==> config.mk <==
export PLATFORM = sky130hd
export DESIGN_NAME = bus_dma_master
export DESIGN_NICKNAME = d
export VERILOG_FILES = /design/src/rtl/bus_dma_master.sv
export SDC_FILE = /design/constraint.sdc
export NUM_CORES = 1
export LEC_CHECK = 0
export ABC_CLOCK_PERIOD_IN_PS = 4100
export BUFFER_PORTS_ARGS = -buffer_cell sky130_fd_sc_hd__clkbuf_2
export CORE_MARGIN = 2
export CORE_UTILIZATION = 44
export DETAILED_ROUTE_END_ITERATION = 16
export GPL_TIMING_DRIVEN = 0
export PLACE_DENSITY_LB_ADDON = 0.25
export SYNTH_ARGS = -nofsm -noshare
export SYNTH_HDL_FRONTEND = slang
export SYNTH_SLANG_ARGS = --single-unit
==> constraint.sdc <==
create_clock -name clk -period 4.1 [get_ports clk]
set_clock_uncertainty 0.2 [all_clocks]
set_input_delay 0.615 -clock clk [delete_from_list [all_inputs] [get_ports clk]]
set_output_delay 0.615 -clock clk [all_outputs]
set_load 0.02 [all_outputs]
==> src/rtl/bus_dma_master.sv <==
// bus_dma_master
// Block-copy bus initiator for the z8086 SoC memory/I-O bus. It requests the
// bus from the CPU through bus_req/bus_gnt. Once granted, it copies COUNT bytes
// from SRC to DST, one unit at a time: a read access followed by a write
// access. A unit is a byte, or a word in word mode. Every access completes on
// the shared ready/din handshake. The block is programmed through a small
// I/O register window.
//
// Ports
//   clk, reset        clk50 domain clock, asynchronous active-high reset
//   io_addr/io_rd/io_wr/io_din/io_dout
//                     register window (io_dout is combinational from io_addr)
//   bus_req, bus_gnt  arbitration with the CPU
//   addr, dout, rd, wr, io, word
//                     bus request signals, the same ones the CPU drives
//   din, ready        responder read data and completion pulse
//   irq               done level, cleared by a STATUS write with bit1 set
//
// Register map (io_addr)
//   0 SRC[15:0]   1 SRC[19:16]   2 DST[15:0]   3 DST[19:16]   4 COUNT (bytes)
//   5 CTRL: bit1 word mode, bit2 dst_fixed, bit3 dst_io, bit4 src_io
//   6 CMD write: bit0 start, bit1 clear done, bit7 abort
//     STATUS read: bit0 busy, bit1 done, bit2 aborted
//   7 reads 0
module bus_dma_master #(
  parameter int ADDR_W = 20,
  parameter int CNT_W  = 16
) (
  input  logic              clk,
  input  logic              reset,
  input  logic [2:0]        io_addr,
  input  logic              io_rd,
  input  logic              io_wr,
  input  logic [15:0]       io_din,
  output logic [15:0]       io_dout,
  output logic              bus_req,
  input  logic              bus_gnt,
  output logic [ADDR_W-1:0] addr,
  output logic [15:0]       dout,
  output logic              rd,
  output logic              wr,
  output logic              io,
  output logic              word,
  input  logic [15:0]       din,
  input  logic              ready,
  output logic              irq
);

  typedef enum logic [2:0] {IDLE, ARB, RD, WR, STEP, DONE} state_t;

  state_t            state;
  logic [ADDR_W-1:0] src_reg;
  logic [ADDR_W-1:0] dst_reg;
  logic [CNT_W-1:0]  count_reg;
  logic              word_mode;
  logic              dst_fixed;
  logic              dst_io;
  logic              src_io;
  logic              done;
  logic              aborted;
  logic              abort_pend;
  logic              rd_req;
  logic              wr_req;
  logic [15:0]       data_q;

  // Reads have no side effects, so the read strobe is not needed.
  logic unused_io_rd;
  assign unused_io_rd = io_rd;

  // Command decode. busy covers every non-IDLE state. Abort is only
  // meaningful while a copy is actually in flight.
  logic busy;
  logic in_transfer;
  logic cmd_wr;
  logic start_cmd;
  logic abort_cmd;
  logic abort_req;

  assign busy        = (state != IDLE);
  assign in_transfer = (state == ARB) || (state == RD) || (state == WR) || (state == STEP);
  assign cmd_wr      = io_wr && (io_addr == 3'd6);
  assign start_cmd   = cmd_wr && io_din[0] && !busy;
  assign abort_cmd   = cmd_wr && io_din[7] && in_transfer;
  assign abort_req   = abort_pend || abort_cmd;

  // Unit sizing. Word units are used only while at least two bytes remain,
  // so an odd count always ends with a byte unit. The step comes from the
  // registered word flag of the unit that just completed.
  logic              unit_is_word;
  logic [1:0]        step;
  logic [ADDR_W-1:0] src_next;
  logic [ADDR_W-1:0] dst_next;
  logic [CNT_W-1:0]  cnt_next;

  assign unit_is_word = word_mode && (count_reg >= CNT_W'(2));
  assign step         = word ? 2'd2 : 2'd1;
  assign src_next     = src_reg + ADDR_W'(step);
  assign dst_next     = dst_reg + ADDR_W'(step);
  assign cnt_next     = count_reg - CNT_W'(step);

  // The request flags are masked in the ready cycle, so the responder never
  // sees a request that it has already completed.
  assign rd = rd_req & ~ready;
  assign wr = wr_req & ~ready;

  // Zero-extend the addresses to 32 bits. The high-half registers can then
  // be sliced the same way for any ADDR_W up to 32.
  logic [31:0] src_ext;
  logic [31:0] dst_ext;
  assign src_ext = 32'(src_reg);
  assign dst_ext = 32'(dst_reg);

  // Register read mux. SRC, DST and COUNT show live progress.
  always_comb begin
    io_dout = 16'h0000;
    case (io_addr)
      3'd0: io_dout = src_ext[15:0];
      3'd1: io_dout = src_ext[31:16];
      3'd2: io_dout = dst_ext[15:0];
      3'd3: io_dout = dst_ext[31:16];
      3'd4: io_dout = 16'(count_reg);
      3'd5: io_dout = {11'b0, src_io, dst_io, dst_fixed, word_mode, 1'b0};
      3'd6: io_dout = {13'b0, aborted, done, busy};
      default: io_dout = 16'h0000;
    endcase
  end

  // Register writes, the command register and the transfer FSM.
  // Each bus access has two phases:
  //   - The issue cycle. The request flag is still low. Address, data, io
  //     and word are loaded together with the flag.
  //   - The wait phase. It lasts until ready.
  // This gives at least one idle bus cycle between accesses. It also keeps
  // the bus fields stable for the whole request.
  always_ff @(posedge clk or posedge reset) begin
    if (reset) begin
      state      <= IDLE;
      src_reg    <= '0;
      dst_reg    <= '0;
      count_reg  <= '0;
      word_mode  <= 1'b0;
      dst_fixed  <= 1'b0;
      dst_io     <= 1'b0;
      src_io     <= 1'b0;
      done       <= 1'b0;
      aborted    <= 1'b0;
      abort_pend <= 1'b0;
      rd_req     <= 1'b0;
      wr_req     <= 1'b0;
      data_q     <= 16'h0000;
      bus_req    <= 1'b0;
      addr       <= '0;
      dout       <= 16'h0000;
      io         <= 1'b0;
      word       <= 1'b0;
      irq        <= 1'b0;
    end else begin
      if (io_wr && !busy) begin
        case (io_addr)
          3'd0: src_reg   <= ADDR_W'({src_ext[31:16], io_din});
          3'd1: src_reg   <= ADDR_W'({io_din, src_ext[15:0]});
          3'd2: dst_reg   <= ADDR_W'({dst_ext[31:16], io_din});
          3'd3: dst_reg   <= ADDR_W'({io_din, dst_ext[15:0]});
          3'd4: count_reg <= CNT_W'(io_din);
          3'd5: begin
            word_mode <= io_din[1];
            dst_fixed <= io_din[2];
            dst_io    <= io_din[3];
            src_io    <= io_din[4];
          end
          default: ;
        endcase
      end

      // Clear-done is honoured in any state. It comes before the FSM so
      // that a completion in the same cycle still sets done.
      if (cmd_wr && io_din[1]) begin
        done <= 1'b0;
        irq  <= 1'b0;
      end

      // An abort arriving mid-access is held until the access boundary.
      if (abort_cmd) abort_pend <= 1'b1;

      case (state)
        IDLE: begin
          if (start_cmd) begin
            aborted    <= 1'b0;
            abort_pend <= 1'b0;
            if (count_reg == '0) begin
              state <= DONE;
            end else begin
              bus_req <= 1'b1;
              state   <= ARB;
            end
          end
        end

        ARB: begin
          if (abort_req) begin
            aborted <= 1'b1;
            state   <= DONE;
          end else if (bus_gnt) begin
            state <= RD;
          end
        end

        RD: begin
          if (!rd_req) begin
            if (abort_req) begin
              aborted <= 1'b1;
              state   <= DONE;
            end else if (!bus_gnt) begin
              state <= ARB;
            end else begin
              addr   <= src_reg;
              io     <= src_io;
              word   <= unit_is_word;
              rd_req <= 1'b1;
            end
          end else if (ready) begin
            rd_req <= 1'b0;
            data_q <= word ? din : {8'h00, din[7:0]};
            if (abort_req) begin
              aborted <= 1'b1;
              state   <= DONE;
            end else begin
              state <= WR;
            end
          end
        end

        // The unit's read is done. Its write always goes out, but only
        // while granted. The word flag is kept from the read.
        WR: begin
          if (!wr_req) begin
            if (bus_gnt) begin
              addr   <= dst_reg;
              io     <= dst_io;
              dout   <= data_q;
              wr_req <= 1'b1;
            end
          end else if (ready) begin
            wr_req <= 1'b0;
            state  <= STEP;
          end
        end

        STEP: begin
          count_reg <= cnt_next;
          src_reg   <= src_next;
          if (!dst_fixed) dst_reg <= dst_next;
          if (cnt_next == '0) begin
            state <= DONE;
          end else if (abort_req) begin
            aborted <= 1'b1;
            state   <= DONE;
          end else if (!bus_gnt) begin
            state <= ARB;
          end else begin
            state <= RD;
          end
        end

        DONE: begin
          bus_req    <= 1'b0;
          done       <= 1'b1;
          irq        <= 1'b1;
          abort_pend <= 1'b0;
          state      <= IDLE;
        end

        default: state <= IDLE;
      endcase
    end
  end

endmodule
## Yosys cells after proc, flatten, opt, wreduce, memory -nomap -nowiden

Cells that the tools add are included.

| storage, ports and cells | value |
|---|---|
| flip-flop bits (word level) | 123 |
| input bits | 41 |
| output and inout port bits | 58 |
| word-level logic and storage cells | 152 |

| cells by class | value |
|---|---|
| add/sub/neg operators | 3 |
| order comparisons | 1 |
| equality and inequality tests | 26 |
| mux-type cells | 59 |
| bitwise gates (word level) | 6 |
| reduce and logical (&&, ||, !) cells | 37 |

Operator list:

| cell | number |
|---|---|
| 2-to-1 mux 20 bit | 10 |
| case mux 20 bit (2 select lines) | 3 |
| case mux 16 bit (7 select lines) | 1 |
| 2-to-1 mux 16 bit | 4 |
| adder 20 x 2 -> 20 bit | 2 |
| 2-to-1 mux 3 bit | 13 |
| logical NOT 16 bit | 2 |
| != test 2 bit, second input constant | 12 |
| 2-to-1 mux 1 bit | 21 |
| greater-or-equal comparator 16 x 2 -> 1 bit, second input constant | 1 |
| subtractor 16 x 2 -> 16 bit | 1 |
| equality test 3 bit, second input constant | 5 |
| case mux 3 bit (5 select lines) | 1 |
| AND reduction 3 bit | 5 |
| nonzero test 2 bit | 7 |
| equality test 3 x 2 -> 1 bit, second input constant | 4 |
| AND reduction 6 bit | 2 |
| logical AND 1 bit | 8 |
| AND reduction 4 bit | 2 |
| equality test 3 x 1 -> 1 bit, second input constant | 2 |
| logical NOT 3 bit | 2 |
| != test 3 bit, second input constant | 2 |
| case mux 1 bit (2 select lines) | 3 |
| logical OR 1 bit | 4 |
| other kinds (9) | 15 |

## Longest topological paths before layout

Gate-level depths: netlist of run 1.

| depth | value |
|---|---|
| depth after elaboration | 10 |
| mapped depth | 11 |
| depth with buffers taken out | 10 |

## Worst setup path after synthesis of run 1

OpenSTA, ideal clock, no wires.

| path | value |
|---|---|
| path type | reg2reg |
| from | register word |
| to | register aborted |
| library setup time | 0.142 ns |
| arrival time | 2.967 ns |
| required time | 3.758 ns |
| slack | 0.791 ns |
| cell stages (with the launch flop) | 11 |
| cell sequence | dfrtp_1 -> clkbuf_1 -> inv_1 -> ha_1 -> fa_1 -> or4bb_1 -> nor3_1 -> o2111ai_1 -> nor4b_1 -> and4_1 -> o311ai_2 |

| between the ends | value |
|---|---|
| word-level cells in the longest chain between the ends | 5 |

RTL lines:

| what | RTL line | text |
|---|---|---|
| from (decl) | 43 | `output logic word,` |
| from (signal assigned) | 218 | `word <= unit_is_word;` |
| 2-to-1 mux 2 bit | 96 | `assign step = word ? 2'd2 : 2'd1;` |
| subtractor 16 x 2 -> 16 bit | 99 | `assign cnt_next = count_reg - CNT_W'(step);` |
| logical NOT 16 bit | 253 | `if (cnt_next == '0) begin` |
| != test 2 bit (no line) | n/a |  |
| AND reduction 4 bit (no line) | n/a |  |
| to (signal assigned) | 146 | `aborted <= 1'b0;` |
| to (signal assigned) | 225 | `aborted <= 1'b1;` |
| to (signal assigned) | 256 | `aborted <= 1'b1;` |
| to (decl) | 60 | `logic aborted;` |

No other way between the ends.
A chain may end at the register's enable or synchronous reset.

## Worst setup path in the final report of run 1

| path | value |
|---|---|
| from | register word |
| to | register state[1] |

| between the ends | value |
|---|---|
| word-level cells in the longest chain between the ends | 5 |

RTL lines:

| what | RTL line | text |
|---|---|---|
| 2-to-1 mux 2 bit | 96 |  |
| subtractor 16 x 2 -> 16 bit | 99 |  |
| logical NOT 16 bit | 253 |  |
| 2-to-1 mux 3 bit | 253 |  |
| case mux 3 bit (5 select lines) | 185 | `case (state)` |
| to (signal assigned) | 191 | `state <= DONE;` |
| to (signal assigned) | 254 | `state <= DONE;` |
| to (signal assigned) | 257 | `state <= DONE;` |
| to (decl) | 51 | `state_t state;` |

No other way between the ends.

==> results of run 1 <==
worst reg2reg max path, cell delays in order (launching register included):
cell,delay [ps]
dfrtp_1,590
clkbuf_2,300
inv_1,250
ha_1,310
fa_1,540
or4bb_1,480
nor4_1,230
o2111ai_1,160
nor2_1,100
nand4_1,180
a31o_2,300
routing by layer:
metal  global-route usage [%]  part of all wire [%]
met5                        0                     0
met3                     6.34                   6.9
met4                     8.64                   2.4
met1                     34.2                    42
met2                     42.8                    48
cells by family (layout without fill, tap and decap cells):
| kind of cell | count (synthesis) | in the layout | synth area share, % |
|---|---|---|---|
| AO/OA/AOI/OAI | 226 | 226 | 19.5 |
| multiplexers | 70 | 70 | 10.5 |
| buffers and inverters | 74 | 203 | 4.11 |
| adder cells (fa/ha/maj) | 9 | 9 | 1.87 |
| flip-flops | 123 | 123 | 42.7 |
| AND/OR/NAND/NOR | 311 | 311 | 20.7 |
| XOR/XNOR | 5 | 5 | 0.607 |
timing repair:
action	CTS	global route
gates resized for setup	0	2
setup endpoints to repair	0	1
hold endpoints to repair	0	0
cell type report:
class	count	share of cell area (%)
Timing Repair Buffer	97	5.93
Clock buffer	18	5.01
Inverter	23	1.07
Multi-Input combinational cell	621	44.8
Tap cell	216	3.16
Clock inverter	14	1.67
Sequential cell	123	35.9
Buffer	51	2.47
stage by stage:
stage	cell area (um2)	hold slack (ps)	std cells
2_1_floorplan	7210	275	818
4_1_cts	8560	59.7	1163
3_3_place_gp	7960	285	1130
5_1_grt	8570	82.3	1163
3_5_place_dp	7990	288	1131
6_report	8570	27.5	1163
placed cells by master (no fill, tap or decap), drive strengths merged, types with 26 or more instances in the layout:
cell type | Yosys | final
o21ai | 50 | 50
nand2 | 71 | 71
inv | 23 | 26
dfrtp | 123 | 123
nor2 | 120 | 120
mux2i | 33 | 33
a21oi | 97 | 97
clkbuf | 39 | 153
mux2 | 36 | 36
nand3 | 30 | 30
worst min-delay path by stage:
| stage | slack [ps] | to | cells after the start |
|---|---|---|---|
| 6_report | 30 | addr[7]$_DFFE_PP0P_ | 2 |
| 3_5_place_dp | 290 | dout[14]$_DFFE_PP0P_ | 1 |
| 5_1_grt | 80 | addr[7]$_DFFE_PP0P_ | 2 |
| 2_1_floorplan | 270 | data_q[3]$_DFFE_PP0P_ | 1 |
| 3_3_place_gp | 290 | dout[1]$_DFFE_PP0P_ | 1 |
| 4_1_cts | 60 | addr[7]$_DFFE_PP0P_ | 2 |
power breakdown:
part           switching, mW  leakage (nW)  total, mW  internal [mW]
registers              0.617          1.40       2.40           1.79
clock network          0.609         0.263       1.45          0.845
logic                   1.72          2.13       2.86           1.14
total                   2.95          3.80       6.72           3.77
==> impl_metrics.env, run 1 <==
export IMPL_setup_viol=0
export IMPL_fp_dieH_um=132
export IMPL_syn_area_per_cell_um2=8.81
export IMPL_synth_top_cell_area_share_pct=42.7
export IMPL_start_kind="flip-flop"
export IMPL_crit_cells=10
export IMPL_ir_worst_vdd_v=0.000374
export IMPL_cts_sinks=123
export IMPL_cts_inserted_buffers=17
export IMPL_critPathLaunch="word$_DFFE_PP0P_"
export IMPL_r2r_start="word$_DFFE_PP0P_"
export IMPL_critPathBufInv=2
export IMPL_ys_flop_type="dfrtp_1"
export IMPL_ys_warn_count=0
export IMPL_multi_input_area_um2=3830
export IMPL_gr_total_overflow=0
export IMPL_cp_arrival_ps=3860
export IMPL_htreeDepth=4
export IMPL_drc=0
export IMPL_synth_commonest_cells="123 x dfrtp_1, 120 x nor2_1, 97 x a21oi_1"
export IMPL_finish_utilization_pct=53.7
export IMPL_clock_path_buffers=2
export IMPL_drive_gt1_share_pct=21.0
export IMPL_syn2layout_area_growth_pct=18.8
export IMPL_wire_per_inst_um=19.3
export IMPL_hp_class="primary input to asynchronous set/reset pin"
export IMPL_antenna_found_initial=0
export IMPL_cp_end_kind="flip-flop"
export IMPL_wirelength_um=22400
export IMPL_syn_area_um2=7210
export IMPL_timing_slew_headroom_pct=42.4
export IMPL_fin_setup_tns_ps=0
export IMPL_max_cap_viol_count=0
export IMPL_total_power_mw=6.72
export IMPL_drt_antenna_violating_nets=0
export IMPL_maxSlewViolCount=0
export IMPL_num_vias=6828
export IMPL_hold_buffers=0
export IMPL_synthTopCellsByArea="dfrtp_1 43%, a21oi_1 6.7%, nor2_1 6.2%"
export IMPL_timing_final_ws_setup_ps=350
export IMPL_criticalPathCategory="flip-flop to flip-flop"
export IMPL_cts_setup_buffers=0
export IMPL_grt_total_usage_pct=26.2
export IMPL_max_freq_mhz=267
export IMPL_cpPeakStageDelay_ps=590
export IMPL_hold_viol_final=0
export IMPL_die_width_um=132
export IMPL_rows=46
export IMPL_p_leak_nw=3.80
export IMPL_syn_inst=818
export IMPL_grt_pass1_vias=6461
export IMPL_worstMarginPinSlew_ps=857
export IMPL_status="finished, final reports clean"
export IMPL_cpMaxStageDelayCell="dfrtp_1"
export IMPL_rsz0062_at_grt="false"
export IMPL_drt_initial_drc_count=745
export IMPL_fillers=1473
export IMPL_finalNetCount=984
export IMPL_crit_family="simple AND/OR/NAND/NOR gates"
export IMPL_start_util_pct=45.2
export IMPL_insertion_delay_ps=430
export IMPL_cts_clk_slew_worst_paths_ps=60
export IMPL_dp_hpwl_um=16800
export IMPL_synth_cell_types=61
export IMPL_yosysTopAreaCell="dfrtp_1"
export IMPL_ioPinCount=99
export IMPL_timing_rr_end="state[1]$_DFFE_PP0P_"
export IMPL_gp_congestion=0.932
export IMPL_critPathMaxFanout=10
export IMPL_dieArea_um2=17400
export IMPL_synth_edf_count=0
export IMPL_required_ps=4210
export IMPL_drt_vias_per_instance=5.87
export IMPL_cts_root_buffer="clkbuf_16"
export IMPL_yosysMostFrequentCell="dfrtp_1"
export IMPL_portBuffers=96
export IMPL_rrSetupSlack_ps=350
export IMPL_grt_pass1_wl_um=35800
export IMPL_synth_nets=868
export IMPL_final_min_clock_period_ps=3750
export IMPL_period_share_pct=91.5
export IMPL_dr_pass1_iters=5
export IMPL_cts_tree="built"
export IMPL_r2r_cells=10
export IMPL_critPathCapture="state[1]$_DFFE_PP0P_"
export IMPL_coreArea_um2=15900
export IMPL_post_place_ws_ps=253
export IMPL_antennaDiodeCount=0
export IMPL_ys_seq_area_share_pct=42.7
export IMPL_synth_seq_cells=123
export IMPL_grt_max_degree=71
export IMPL_path_cells="clkbuf_2 -> inv_1 -> ha_1 -> fa_1 -> or4bb_1 -> nor4_1 -> o2111ai_1 -> nor2_1 -> nand4_1 -> a31o_2"
export IMPL_seq_area_um2=3080
export IMPL_power_density_nw_per_um2=784
export IMPL_async_flop_share_pct=100
No activity file was read; power rests on OpenSTA's default activity.
==> run 2: changes to the inputs <==
==> constraint.sdc (replaced) <==
create_clock -name clk -period 4.1 [get_ports clk]
set_clock_uncertainty 0.2 [all_clocks]
set_input_delay 0 -clock clk [delete_from_list [all_inputs] [get_ports clk]]
set_output_delay 0 -clock clk [all_outputs]
set_load 0.02 [all_outputs]
==> impl_metrics.env, run 2 (synthesized netlist as in run 1, its figures left out) <==
export IMPL_p_leak_nw=3.95
export IMPL_maxSlewViolCount=0
export IMPL_period_share_pct=90.8
export IMPL_required_ps=4210
export IMPL_drt_vias_per_instance=5.84
export IMPL_cts_sinks=123
export IMPL_wire_per_inst_um=19.1
export IMPL_final_area_um2=8930
export IMPL_drive_gt1_share_pct=20.2
export IMPL_hold_ws_ps=32.6
export IMPL_grt_total_usage_pct=26.6
export IMPL_hold_viol_final=0
export IMPL_rrSetupSlack_ps=380
export IMPL_coreArea_um2=15900
export IMPL_start_util_pct=45.2
export IMPL_final_common_cell="dfrtp_1"
export IMPL_criticalPathCategory="flip-flop to flip-flop"
export IMPL_rsz0062_at_grt="false"
export IMPL_clock_path_buffers=2
export IMPL_htreeDepth=4
export IMPL_finalNetCount=1020
export IMPL_final_min_clock_period_ps=3720
export IMPL_antennaDiodeCount=0
export IMPL_cts_root_buffer="clkbuf_16"
export IMPL_cts_clk_slew_worst_paths_ps=60
export IMPL_power_density_nw_per_um2=756
export IMPL_placed_area_um2=7990
export IMPL_grt_pass1_wl_um=36300
export IMPL_cp_arrival_ps=3830
export IMPL_die_width_um=132
export IMPL_grt_max_degree=71
export IMPL_drt_antenna_violating_nets=0
export IMPL_drt_initial_drc_count=664
export IMPL_fp_dieH_um=132
export IMPL_critPathLaunch="word$_DFFE_PP0P_"
export IMPL_gr_total_overflow=0
export IMPL_cts_tree="built"
export IMPL_rows=46
export IMPL_portBuffers=96
export IMPL_hp_class="primary input to flip-flop"
export IMPL_worstMarginPinSlew_ps=842
export IMPL_final_cell_mix="123 x dfrtp_1, 120 x nor2_1, 97 x a21oi_1, 97 x clkbuf_2, 71 x nand2_1"
export IMPL_status="finished, final reports clean"
export IMPL_fin_setup_tns_ps=0
export IMPL_syn2layout_area_growth_pct=23.8
export IMPL_dp_hpwl_um=16800
export IMPL_cp_end_kind="flip-flop"
export IMPL_max_freq_mhz=268
export IMPL_max_cap_viol_count=0
export IMPL_finish_utilization_pct=56.0
export IMPL_r2r_cells=10
export IMPL_insertion_delay_ps=420
export IMPL_dr_pass1_iters=6
export IMPL_gp_congestion=0.932
export IMPL_timing_final_ws_setup_ps=376
export IMPL_cts_inserted_buffers=17
export IMPL_drc=0
export IMPL_setup_viol=0
export IMPL_critPathMaxFanout=10
export IMPL_dieArea_um2=17400
export IMPL_ioPinCount=99
export IMPL_timing_slew_headroom_pct=43.4
export IMPL_post_place_ws_ps=253
export IMPL_ir_worst_vdd_v=0.000376
export IMPL_critPathCapture="state[1]$_DFFE_PP0P_"
export IMPL_grt_pass1_vias=6605
export IMPL_num_vias=7002
export IMPL_cts_setup_buffers=0
export IMPL_min_path_cells=4
export IMPL_wirelength_um=22900
export IMPL_r2r_start="word$_DFFE_PP0P_"
export IMPL_start_kind="flip-flop"
export IMPL_timing_rr_end="state[1]$_DFFE_PP0P_"
export IMPL_antenna_found_initial=0
## run 2: changes by cell type in the layout (fill, tap and decap cells not counted)
| cell | delta |
|---|---|
| dlygate4sd3_1 | +36 |
## run 2: how the worst min path moves through the flow
| stage | slack, ps | startpoint | end |
|---|---|---|---|
| after floorplan | -120 | ready | wr |
| after global placement | 30 | din[5] | data_q[5]$_DFFE_PP0P_ |
| after detailed placement | -110 | reset | addr[7]$_DFFE_PP0P_ |
| after CTS | 4 | io_wr | dst_reg[16]$_DFF_PP0_ |
| after global routing | 120 | io_wr | dst_reg[19]$_DFF_PP0_ |
| final | 30 | io_wr | dst_reg[16]$_DFF_PP0_ |
## run 2: worst max-delay path, stage by stage (launching register included)
cell	delay (ps)
dfrtp_1	580
clkbuf_2	300
inv_1	240
ha_1	310
fa_1	540
or4bb_1	480
nor4_1	230
o2111ai_1	160
nor2_1	100
nand4_1	180
a31o_2	300
## run 2: metrics by stage
stage	std cells	power [mW]
4_1_cts	1199	6.72
3_5_place_dp	1131	5.22
6_report	1199	6.75
5_1_grt	1199	7.20
2_1_floorplan	818	4.27
3_3_place_gp	1130	5.16
## run 2: final cells by class
cell class | instances | area [um2]
Sequential cell | 123 | 3080
Fill cell | 1426 | 7020
Multi-Input combinational cell | 621 | 3830
Inverter | 23 | 91.3
Clock buffer | 18 | 429
Tap cell | 216 | 270
Timing Repair Buffer | 133 | 868
Buffer | 51 | 211
Clock inverter | 14 | 143
## run 2: routing by layer
metal	global-route usage [%]	vias up	routed length, um
li1	-	3270	-
met1	34.6	3364	9510
met2	43.8	317	11100
met3	6.34	51	1750
met4	8.45	0	525
met5	0	-	0
## run 2: report_power, final
part | leakage (nW) | internal, mW | total, mW | switching, mW
Sequential | 1.40 | 1.79 | 2.40 | 0.616
Clock | 0.263 | 0.846 | 1.45 | 0.609
Combinational | 2.28 | 1.16 | 2.89 | 1.73
Total | 3.95 | 3.79 | 6.75 | 2.96
## run 2: repair_timing
item / in CTS / in global routing
endpoints found under the setup margin: 0 / 1
endpoints found under the hold margin: 209 / 0
hold buffers: 36 / 0
gates resized for setup: 0 / 2
